## src/rtl/ct_piu_l2pmp_pkg.sv

```systemverilog
// Shared definitions for the L2 PMP APB register block.
// Covers the map offsets, cfg field positions, A-mode encodings and FSM states.
package ct_piu_l2pmp_pkg;

  localparam logic [11:0] CFG_BASE  = 12'h000;
  localparam logic [11:0] ADDR_BASE = 12'h100;

  localparam int CFG_L_BIT   = 7;
  localparam int CFG_A_MSB   = 4;
  localparam int CFG_A_LSB   = 3;
  localparam int CFG_XWR_MSB = 2;

  typedef enum logic [1:0] {
    A_OFF   = 2'b00,
    A_TOR   = 2'b01,
    A_NA4   = 2'b10,
    A_NAPOT = 2'b11
  } pmp_amode_e;

  typedef enum logic {
    ST_IDLE   = 1'b0,
    ST_ACCESS = 1'b1
  } apb_state_e;

  // Keep only L, A and XWR; reserved bits [6:5] always store as zero.
  function automatic logic [7:0] cfg_wr_filter(input logic [31:0] wdata);
    return {wdata[CFG_L_BIT], 2'b00, wdata[CFG_A_MSB:CFG_A_LSB], wdata[CFG_XWR_MSB:0]};
  endfunction

endpackage

```

## src/rtl/ct_piu_l2pmp_entry.sv

```systemverilog
// One L2 PMP entry: cfg and address registers with lock gating.
// A set L bit blocks every later write until reset.
module ct_piu_l2pmp_entry
  import ct_piu_l2pmp_pkg::*;
#(
  parameter int ADDR_W = 28
) (
  input  logic              forever_cpuclk,
  input  logic              cpurst_b,
  input  logic              cfg_we,
  input  logic              addr_we,
  input  logic [31:0]       wdata,
  output logic [7:0]        cfg,
  output logic [ADDR_W-1:0] addr,
  output logic              commit
);

  logic [7:0]        cfg_q;
  logic [7:0]        cfg_d;
  logic [ADDR_W-1:0] addr_q;
  logic [ADDR_W-1:0] addr_d;
  logic              locked_s;
  logic              unused_wdata_s;

  assign locked_s       = cfg_q[CFG_L_BIT];
  assign unused_wdata_s = ^wdata;

  // Next-state for the entry registers; a locked entry ignores writes.
  always_comb begin
    cfg_d  = cfg_q;
    addr_d = addr_q;
    commit = 1'b0;
    if (!locked_s && cfg_we) begin
      cfg_d  = cfg_wr_filter(wdata);
      commit = 1'b1;
    end else if (!locked_s && addr_we) begin
      addr_d = wdata[ADDR_W-1:0];
      commit = 1'b1;
    end else begin
      cfg_d  = cfg_q;
      addr_d = addr_q;
    end
  end

  // Entry storage; cleared only by reset.
  always_ff @(posedge forever_cpuclk or negedge cpurst_b) begin
    if (!cpurst_b) begin
      cfg_q  <= 8'h00;
      addr_q <= {ADDR_W{1'b0}};
    end else begin
      cfg_q  <= cfg_d;
      addr_q <= addr_d;
    end
  end

  assign cfg  = cfg_q;
  assign addr = addr_q;

endmodule

```

## src/rtl/ct_piu_l2pmp_apb.sv

```systemverilog
// APB slave holding ENTRY_NUM L2 PMP entries (cfg array at 0x000, addr array at 0x100).
// Writes commit at the end of the pready cycle; update pulses one cycle later.
module ct_piu_l2pmp_apb
  import ct_piu_l2pmp_pkg::*;
#(
  parameter int ENTRY_NUM = 8,
  parameter int ADDR_W    = 28,
  parameter int WAIT_CYC  = 1
) (
  input  logic                        forever_cpuclk,
  input  logic                        cpurst_b,
  input  logic                        psel_l2pmp_x,
  input  logic                        penable_x,
  input  logic                        x_pwrite,
  input  logic [11:0]                 x_paddr,
  input  logic [31:0]                 x_pwdata,
  output logic                        pready_l2pmp_x,
  output logic                        perr_l2pmp_x,
  output logic [31:0]                 x_prdata_l2pmp,
  output logic [8*ENTRY_NUM-1:0]      l2pmp_xx_cfg,
  output logic [ADDR_W*ENTRY_NUM-1:0] l2pmp_xx_addr,
  output logic                        l2pmp_xx_update
);

  apb_state_e        state_q;
  apb_state_e        state_d;
  logic [1:0]        cnt_q;
  logic [1:0]        cnt_d;
  logic              update_q;
  logic              update_d;

  logic [3:0]        idx_s;
  logic              cfg_hit_s;
  logic              addr_hit_s;
  logic              mapped_s;
  logic              pready_s;
  logic              wr_ok_s;
  logic [7:0]        rd_cfg_s;
  logic [ADDR_W-1:0] rd_addr_s;
  logic [ENTRY_NUM-1:0] commit_s;
  logic [7:0]        cfg_arr_s  [ENTRY_NUM];
  logic [ADDR_W-1:0] addr_arr_s [ENTRY_NUM];

  // Both arrays reserve 16 word slots; slots at or beyond ENTRY_NUM are unmapped.
  assign idx_s      = x_paddr[5:2];
  assign cfg_hit_s  = (x_paddr[11:6] == CFG_BASE[11:6]);
  assign addr_hit_s = (x_paddr[11:6] == ADDR_BASE[11:6]);
  assign mapped_s   = (cfg_hit_s || addr_hit_s) &&
                      ({1'b0, idx_s} < 5'(ENTRY_NUM)) &&
                      (x_paddr[1:0] == 2'b00);

  assign pready_s = (state_q == ST_ACCESS) && psel_l2pmp_x && penable_x &&
                    (cnt_q == 2'(WAIT_CYC));
  assign wr_ok_s  = pready_s && x_pwrite && mapped_s;

  assign pready_l2pmp_x = pready_s;
  assign perr_l2pmp_x   = pready_s && !mapped_s;

  // APB transfer FSM and wait counter next-state.
  always_comb begin
    state_d = state_q;
    cnt_d   = cnt_q;
    case (state_q)
      ST_IDLE: begin
        if (psel_l2pmp_x && !penable_x) begin
          state_d = ST_ACCESS;
          cnt_d   = 2'd0;
        end else begin
          state_d = ST_IDLE;
        end
      end
      ST_ACCESS: begin
        cnt_d = cnt_q + 2'd1;
        if (pready_s || !psel_l2pmp_x) begin
          state_d = ST_IDLE;
        end else begin
          state_d = ST_ACCESS;
        end
      end
      default: begin
        state_d = ST_IDLE;
        cnt_d   = 2'd0;
      end
    endcase
  end

  assign update_d = |commit_s;

  // FSM, counter and update-pulse registers.
  always_ff @(posedge forever_cpuclk or negedge cpurst_b) begin
    if (!cpurst_b) begin
      state_q  <= ST_IDLE;
      cnt_q    <= 2'd0;
      update_q <= 1'b0;
    end else begin
      state_q  <= state_d;
      cnt_q    <= cnt_d;
      update_q <= update_d;
    end
  end

  assign l2pmp_xx_update = update_q;

  for (genvar g = 0; g < ENTRY_NUM; g++) begin : g_entry
    ct_piu_l2pmp_entry #(
      .ADDR_W (ADDR_W)
    ) u_entry (
      .forever_cpuclk (forever_cpuclk),
      .cpurst_b       (cpurst_b),
      .cfg_we         (wr_ok_s && cfg_hit_s && (idx_s == 4'(g))),
      .addr_we        (wr_ok_s && addr_hit_s && (idx_s == 4'(g))),
      .wdata          (x_pwdata),
      .cfg            (cfg_arr_s[g]),
      .addr           (addr_arr_s[g]),
      .commit         (commit_s[g])
    );
    assign l2pmp_xx_cfg[8*g +: 8]            = cfg_arr_s[g];
    assign l2pmp_xx_addr[ADDR_W*g +: ADDR_W] = addr_arr_s[g];
  end

  // Select the addressed entry for read-back.
  always_comb begin
    rd_cfg_s  = 8'h00;
    rd_addr_s = {ADDR_W{1'b0}};
    for (int i = 0; i < ENTRY_NUM; i++) begin
      rd_cfg_s  = rd_cfg_s  | ((idx_s == 4'(i)) ? cfg_arr_s[i]  : 8'h00);
      rd_addr_s = rd_addr_s | ((idx_s == 4'(i)) ? addr_arr_s[i] : {ADDR_W{1'b0}});
    end
  end

  // Read data is driven only for a successful read in its pready cycle.
  always_comb begin
    x_prdata_l2pmp = 32'h0000_0000;
    if (pready_s && !x_pwrite && mapped_s) begin
      if (cfg_hit_s) begin
        x_prdata_l2pmp = {24'h00_0000, rd_cfg_s};
      end else begin
        x_prdata_l2pmp = 32'(rd_addr_s);
      end
    end else begin
      x_prdata_l2pmp = 32'h0000_0000;
    end
  end

endmodule

```

## config.mk

```make
export PLATFORM = sky130hd
export DESIGN_NAME = ct_piu_l2pmp_apb
export DESIGN_NICKNAME = d
export VERILOG_FILES = /design/src/rtl/ct_piu_l2pmp_pkg.sv /design/src/rtl/ct_piu_l2pmp_entry.sv /design/src/rtl/ct_piu_l2pmp_apb.sv
export SDC_FILE = /design/constraint.sdc
export NUM_CORES = 1
export LEC_CHECK = 0
export BUFFER_PORTS_ARGS = -buffer_cell sky130_fd_sc_hd__buf_2
export CAP_MARGIN = 20
export CORE_ASPECT_RATIO = 0.9
export CORE_MARGIN = 2
export CORE_UTILIZATION = 51
export DETAILED_ROUTE_END_ITERATION = 8
export PLACE_DENSITY = 0.78
export SLEW_MARGIN = 20
export SYNTH_ARGS = -nofsm -noshare
export SYNTH_HDL_FRONTEND = slang
export SYNTH_HIERARCHICAL = 1
export SYNTH_SLANG_ARGS = --single-unit
```

## constraint.sdc

```tcl
create_clock -name forever_cpuclk -period 4.8 [get_ports forever_cpuclk]
set_input_delay 0.24 -clock forever_cpuclk [delete_from_list [all_inputs] [get_ports forever_cpuclk]]
set_output_delay 0.24 -clock forever_cpuclk [all_outputs]
set_load 0.05 [all_outputs]
```

Word level (Yosys, flattened, before mapping) --
Index checks and enable logic that the tools add are counted.
Storage, ports and cells: register bits 276, output and inout bits 323, logic and storage cells 164
Operators by class: add/subtract/negate cells 1, magnitude comparators 1, equality and inequality tests 10, muxes and demuxes 39, bitwise logic cells 23, reduce and logical (&&, ||, !) cells 71
Operators by type and width (count):
- $mux W28 | 9
- $or A28 B28 Y28 | 7
- $mux W8 | 8
- $or A8 B8 Y8 | 7
- $logic_and A1 B1 Y1 | 45
- $mux W32 | 1
- $mux W1 | 18
- $eq A4 B3 Y1 const B | 4
- $reduce_and A2 Y1 | 8
- $logic_not A1 Y1 | 12
- $not A1 Y1 | 9
- $eq A4 B2 Y1 const B | 2
- $reduce_or A8 Y1 | 1
- $eq A6 B3 Y1 const B | 1
- $logic_not A6 Y1 | 1
- $eq A4 B1 Y1 const B | 1
- $logic_not A4 Y1 | 1
- $lt A4 B4 Y1 const B | 1
- $pmux W2 S2 | 1
- $add A2 B1 Y2 const B | 1
- $eq A2 B1 Y1 const B | 1
- $logic_not A2 Y1 | 1
- $logic_or A1 B1 Y1 | 2
- $mux W2 | 1
- 2 further kinds | 2

Longest topological paths before layout --
Gate-level depths: netlist of the first run.
word-level depth 11, mapped depth 12, mapped depth without buffers 11

By module --
Netlist of the first run, hierarchy kept.
Modules (own cells, without submodules):
- ct_piu_l2pmp_entry | times used 8, cells an instance 78, area each 1402.6 um^2, sequential area each 850.8 um^2
- ct_piu_l2pmp_apb | times used 1, cells an instance 350, area each 2560.0 um^2, sequential area each 100.1 um^2

Worst setup path after synthesis of the first run --
Ideal clock, no wire load.
path kind reg-to-output, start register cnt_q[1], end output x_prdata_l2pmp[4], arrival 2.495 ns, path slack 2.065 ns, stages on the path, launching flop included 7, path through dfrtp_1 inv_1 ha_1 nand4_1 nor4_4 o21ai_0 a211oi_1
Between the ends: cells in the longest elaborated chain, start to end 5
Ends and longest elaborated chain:
- from (decl) | line ct_piu_l2pmp_apb.sv:27 | logic [1:0] cnt_q;
- from (signal assigned) | line ct_piu_l2pmp_apb.sv:97 | cnt_q <= cnt_d;
- $eq A2 B1 Y1 | line ct_piu_l2pmp_apb.sv:53 | (cnt_q == 2'(WAIT_CYC));
- $logic_and A1 B1 Y1 | line ct_piu_l2pmp_apb.sv:52 | assign pready_s = (state_q == ST_ACCESS) && psel_l2pmp_x && penable_x &&
- $logic_and A1 B1 Y1 (2 in a row) | line ct_piu_l2pmp_apb.sv:134 | if (pready_s && !x_pwrite && mapped_s) begin
- $mux W32 | line ct_piu_l2pmp_apb.sv:134
- to (decl) | line ct_piu_l2pmp_apb.sv:19 | output logic [31:0] x_prdata_l2pmp,
No other way between the ends.

Final worst setup path of the first run --
Same ends and word-level chain as after synthesis.

==> results by group, run 1 <==
Status
  – Outcome: finished, final reports clean

Power
  – Seq pwr share: 44.2%
  – Sw Ratio: 22.1%
  – Worst vdd ir: 0.276 mV
  – Power Dens Cells: 315 mW/mm^2
  – Clock share of power: 50.9%
  – Leakage: 8.85 nW
  – Cell-internal power: 4.12 mW
  – Net Switching: 1.17 mW
  – Comb pwr share: 4.9%

Final layout
  – Layout cells sized above 1: 54.3%
  – Antenna cell count: 0
  – Area delta synth->final: 21.7%
  – Most frequent cells in the layout: buf_2 (346), dfrtp_1 (276), mux2_4 (160), mux2_2 (105), a22oi_1 (53)
  – Final #Nets: 1363
  – Most common cell after layout, fill and taps aside: buf_2
  – Final Non-Filler Cells: 1689
  – Fill cells: 2084

Clock tree
  – CTS Buffer Depth: 3
  – Num CTS Buffers: 28
  – Clk_lat worst skew: 0.55 ns
  – CTS Root Cell: clkbuf_16
  – Postcts setup bufs: 0
  – H-tree Lvls: 1
  – TritonCTS clock tree: yes
  – Reg clk slew, reported paths: 0.06 ns
  – Post-CTS Resized: 0
  – # clock sinks: 276

Yosys
  – Number of flops mapped to enable cells by yosys: 0
  – Dominant cell type by area after synthesis: dfrtp_1
  – Post-synthesis sequential element count: 276
  – Synth area leaders: dfrtp_1 (50%), mux2_4 (17%), mux2_2 (8.6%), a22oi_1 (2.9%), buf_12 (2.3%)
  – Synth Cell Area: 0.0138 mm^2
  – Netlist cell types: 50
  – Avg Cell Area, Syn: 14.1 um^2
  – Asr flop ratio synth: 100%
  – Seq/Total Area, Yosys: 50.1%
  – Area share of the largest cell type after synthesis: 50.1%
  – Synth Flop Type: dfrtp_1
  – Gate Count Post-Synth: 974
  – Yosys Warn Count: 6

Placement
  – Hpwl dp: 28600 um
  – DP Cell Count: 1635
  – I/O Buffers: 347
  – RePlAce Congestion: 0.877

Timing
  – RSZ-0062 raised after global routing: false
  – Final setup TNS: 0 ns
  – Final Hold Fails: 0
  – Clock Skews: 0.0170 ns
  – Max-slew violation count: 0
  – Worst slew pin tran: 1.09 ns
  – Final setup fails: 0
  – Relative slew margins: 26.9%
  – Fmax: 297 MHz
  – Final period utilization: 70.2%
  – Crit path time final: 3.37 ns

Routing
  – Starting DRT DRC Count: 1036
  – Wirelength per Cell: 25.7 um
  – Vias per std cell: 6.11
  – Drt pass-1 iters: 5
  – ANT nets after route: 0
  – DRC Markers: 0
  – Via count: 10300
  – Final WL: 43500 um

Global route
  – Initial antenna violation count: 0
  – Number of global-route vias before repair: 10400
  – Gr ovfl total: 0
  – Largest net degree at the start of global routing: 112
  – GRT Overall Usage: 29.9%
  – First-pass GRT wire length: 64700 um

Floorplanning
  – Die area: 0.0284 mm^2
  – I/O pin count: 372
  – Die Ht: 160 um
  – Num rows: 57
  – Initial Util: 51.4%
  – Area of the core: 0.0268 mm^2
  – Die Width: 177 um

Setup path
  – Arrival time at the worst endpoint: 3.13 ns
  – Critical Path Source Type: flip-flop
  – Worst Path Max Fanout: 9
  – WP data required: 4.56 ns
  – Critical path capture point type: output port
  – WS Path Type: reg -> out

Hold path
  – Hold WC Path Type: in -> reg

Job
  – Max-cap violations: 0
[stage by stage]
stage,cell area [um^2],util (%),total power [mW],setup WS [ns],hold WS [ns]
6_report,16800,62.5,5.29,1.43,0.0309
5_1_grt,16800,62.5,5.44,1.22,0.0260
2_1_floorplan,13800,-,2.51,2.07,-0.0556
3_3_place_gp,15600,58.1,2.62,1.63,0.352
4_1_cts,16800,62.5,5.31,1.47,0.00929
3_5_place_dp,15600,58.1,2.63,1.55,0.355
[critical path, stage by stage, from the launching register on]
cell and delay [ns]:
dfrtp_1 0.38, inv_1 0.06, ha_1 0.16, nand4_1 0.20, nor4_4 0.82, o21ai_0 0.34, a211oi_1 0.31, buf_2 0.33
[metal layers]
layer	track usage [%]	routed length, um	vias to the layer above
met5	0	0	-
met4	11.4	1500	0
met3	5.67	3820	131
met2	46.1	20200	620
met1	42.1	17900	5273
li1	-	-	4288
[registers in the layout, summed over array words and instances, names as in the netlist]
register / count
cnt_q: 2
g_entry.u_entry/cfg: 48
state_q: 1
l2pmp_xx_update: 1
g_entry.u_entry/addr: 224
[cells in the mapped netlist, types with 2 or more instances]
master / number
a21boi_0: 2
a21o_1: 8
a21oi_1: 8
a221oi_1: 28
a22o_1: 21
a22oi_1: 53
a31oi_1: 24
a32oi_1: 3
and2_1: 4
buf_1: 2
buf_12: 16
buf_2: 20
buf_4: 26
buf_6: 8
clkbuf_1: 10
conb_1: 9
dfrtp_1: 276
inv_1: 5
mux2_2: 105
mux2_4: 160
mux2i_1: 20
mux4_2: 9
nand2_1: 18
nand2b_1: 6
nand3_1: 6
nand4_1: 2
nor2_1: 49
nor2b_1: 9
nor3_1: 11
nor3b_2: 8
nor4_1: 7
nor4_4: 2
o21ai_0: 11
o311a_1: 3
o32ai_1: 2
or2b_1: 8
or4_1: 2
[kinds of logic (layout without fill, tap and decap cells)]
logic type / after synthesis / in the layout / synth area share (%)
mux: 294 / 294 / 28.9
fa+ha+maj: 1 / 1 / 0.0908
simple gates: 137 / 137 / 5.74
other cells: 9 / 20 / 0.245
buf+inv: 87 / 437 / 5.58
flops: 276 / 276 / 50.1
compound gates: 170 / 170 / 9.29
[timing repair]
| item | 4_1_cts | 5_1_grt |
|---|---|---|
| hold endpoints to repair | 104 | 0 |
| endpoints found under the setup margin | 0 | 0 |
| hold buffers | 2 | 0 |
[worst paths after layout]
kind                       startpoint                          end  slack, ns  cells after the start
min reg2reg                  cnt_q[0]                     cnt_q[0]       0.52                      1
max reg2reg                  cnt_q[1]  g_entry[5].u_entry/addr[24]       1.86                     10
max in group asynchronous    cpurst_b   g_entry[0].u_entry/addr[1]       3.15                      3
min in group asynchronous    cpurst_b    g_entry[0].u_entry/cfg[0]       0.35                      2
max                          cnt_q[1]            x_prdata_l2pmp[4]       1.43                      7
min                         penable_x                      state_q       0.03                      3
[layout make-up]
| type | instances | area [um^2] | area share, % |
|---|---|---|---|
| tap | 354 | 443 | 2.64 |
| clock buffer | 33 | 771 | 4.60 |
| multi-input combinational | 622 | 6230 | 37.2 |
| inverter | 5 | 18.8 | 0.112 |
| timing repair buffer | 380 | 2010 | 12.0 |
| clock inverter | 19 | 384 | 2.29 |
| sequential | 276 | 6910 | 41.2 |
[power by group through the flow]
stage	combinational (mW)	clock (mW)	sequential [mW]
after floorplan	0.128	0	2.38
after global placement	0.246	0	2.38
after detailed placement	0.252	0	2.38
after CTS	0.254	2.72	2.34
after global routing	0.279	2.82	2.33
final	0.259	2.69	2.34
Power figures use the tool's default switching activity.
==> run 2: changes to the inputs <==
==> constraint.sdc (replaced) <==
create_clock -name forever_cpuclk -period 3.1 [get_ports forever_cpuclk]
set_input_delay 0.155 -clock forever_cpuclk [delete_from_list [all_inputs] [get_ports forever_cpuclk]]
set_output_delay 0.155 -clock forever_cpuclk [all_outputs]
set_load 0.05 [all_outputs]
==> results by group, run 2 (synthesis gave the netlist of run 1 again) <==
Clock tree
  – Hold-fix buffers at CTS: 26
  – Reg clk slew, reported paths: 0.07 ns
  – # clock sinks: 276
  – TritonCTS clock tree: yes
  – Post-CTS Resized: 0
  – H-tree Lvls: 1
  – CTS Buffer Depth: 3
  – Num CTS Buffers: 29
  – Postcts setup bufs: 0
  – Clk_lat worst skew: 0.55 ns
  – CTS Root Cell: clkbuf_16

Timing
  – Relative slew margins: 39.1%
  – Clock Skews: 0.0119 ns
  – Final Hold Fails: 0
  – RSZ-0062 raised after global routing: false
  – Final setup TNS: 0 ns
  – Max-slew violation count: 0
  – Worst slew pin tran: 0.906 ns
  – Final period utilization: 90.0%
  – Final setup fails: 0
  – Crit path time final: 2.79 ns
  – Fmax: 358 MHz

Final layout
  – Flip-flop count of the largest register after layout: 224
  – Most common cell after layout, fill and taps aside: buf_2
  – Final #Nets: 1410
  – Antenna cell count: 0
  – Layout cells sized above 1: 53.6%
  – Most frequent cells in the layout: buf_2 (346), dfrtp_1 (276), mux2_4 (160), mux2_2 (105), a22oi_1 (53)
  – Area delta synth->final: 23.9%

Global route
  – Initial antenna violation count: 0
  – Number of global-route vias before repair: 10600
  – First-pass GRT wire length: 65700 um
  – GRT Overall Usage: 30.5%
  – Largest net degree at the start of global routing: 109
  – Gr ovfl total: 0

Placement
  – RePlAce Congestion: 0.909
  – I/O Buffers: 347
  – Hpwl dp: 29400 um

Routing
  – Vias per std cell: 6.09
  – DRC Markers: 0
  – Via count: 10600
  – Final WL: 43900 um
  – Drt pass-1 iters: 5
  – Starting DRT DRC Count: 1052
  – ANT nets after route: 0
  – Wirelength per Cell: 25.3 um

Floorplanning
  – Num rows: 57
  – Die Ht: 160 um
  – Area of the core: 0.0268 mm^2
  – Die area: 0.0284 mm^2
  – I/O pin count: 372
  – Die Width: 177 um
  – Initial Util: 51.4%

Setup path
  – WS Path Type: reg -> out
  – Critical Path Source Type: flip-flop
  – WP data required: 2.94 ns
  – Worst Path Max Fanout: 8
  – FF-to-FF setup slack: 0.40 ns
  – Critical path capture point type: output port
  – Arrival time at the worst endpoint: 2.64 ns

Power
  – Seq pwr share: 48.1%
  – Worst vdd ir: 0.387 mV
  – Sw Ratio: 23.6%
  – Clock share of power: 45.9%
  – Cell-internal power: 5.74 mW
  – Power, Total: 7.52 mW
  – Net Switching: 1.78 mW
  – Comb pwr share: 5.9%
  – Leakage: 8.99 nW
  – Power Dens Cells: 440 mW/mm^2

Job
  – Max-cap violations: 0

Hold path
  – Hold WC Path Type: in -> reg

Status
  – Outcome: finished, final reports clean
[run 2: cell types whose count changed in the layout (fill, tap and decap cells not counted), sizes merged]
cell / change
dlygate4sd3: +24
buf: +22
bufinv: -9
clkbuf: +8
clkinvlp: -3
clkinv: +1
[run 2: per-stage QoR]
stage               setup WS [ns]  hold WS, ns  std cells  instance area, um^2  util (%)
global route                0.150       0.0877       1732                17100      63.7
CTS                         0.295       0.0581       1732                17100      63.7
finish                      0.310        0.103       1732                17100      63.7
detailed placement          0.266        0.268       1657                15900      59.3
floorplan                   0.450       -0.141        985                13800         -
global placement            0.325        0.267       1657                15900      59.3
[run 2: final cells by class]
class,instances,area (um^2)
clock inverter,8,96.3
clock buffer,41,831
fill,2054,9740
sequential,276,6910
multi-input combinational,622,6230
tap,354,443
inverter,5,18.8
timing repair buffer,426,2550
[run 2: path summary, 6_finish.rpt]
check / cells past startpoint / startpoint / to
worst max-delay path: 8 / cnt_q[1] / x_prdata_l2pmp[4]
worst min-delay path: 2 / x_pwdata[7] / g_entry[3].u_entry/cfg[7]
worst max register to register: 10 / cnt_q[1] / g_entry[1].u_entry/addr[12]
worst min register to register: 1 / cnt_q[0] / cnt_q[0]
max in group asynchronous: 3 / cpurst_b / g_entry[5].u_entry/addr[8]
min in group asynchronous: 2 / cpurst_b / g_entry[1].u_entry/cfg[3]
[run 2: critical path: stages, from the launching register on]
cell and delay [ns]:
dfrtp_1 0.38, inv_1 0.06, ha_1 0.16, nand4_1 0.21, nor4_4 0.33, buf_4 0.25
o21ai_0 0.16, a211oi_1 0.23, buf_2 0.31
[run 2: layer usage]
layer	part of all wire (%)	GRT usage, %	vias up
met4	3.9	11.5	0
met5	0	0	-
met2	46	46.5	678
met3	9.6	7.19	144
met1	41	42.4	5358
li1	-	-	4374
[run 2: power by group through the flow]
stage	Sequential, mW	Clock (mW)	Combinational, mW
finish	3.62	3.45	0.446
global route	3.62	3.64	0.478
CTS	3.62	3.51	0.435
detailed placement	3.68	0	0.407
global placement	3.68	0	0.399
floorplan	3.68	0	0.198
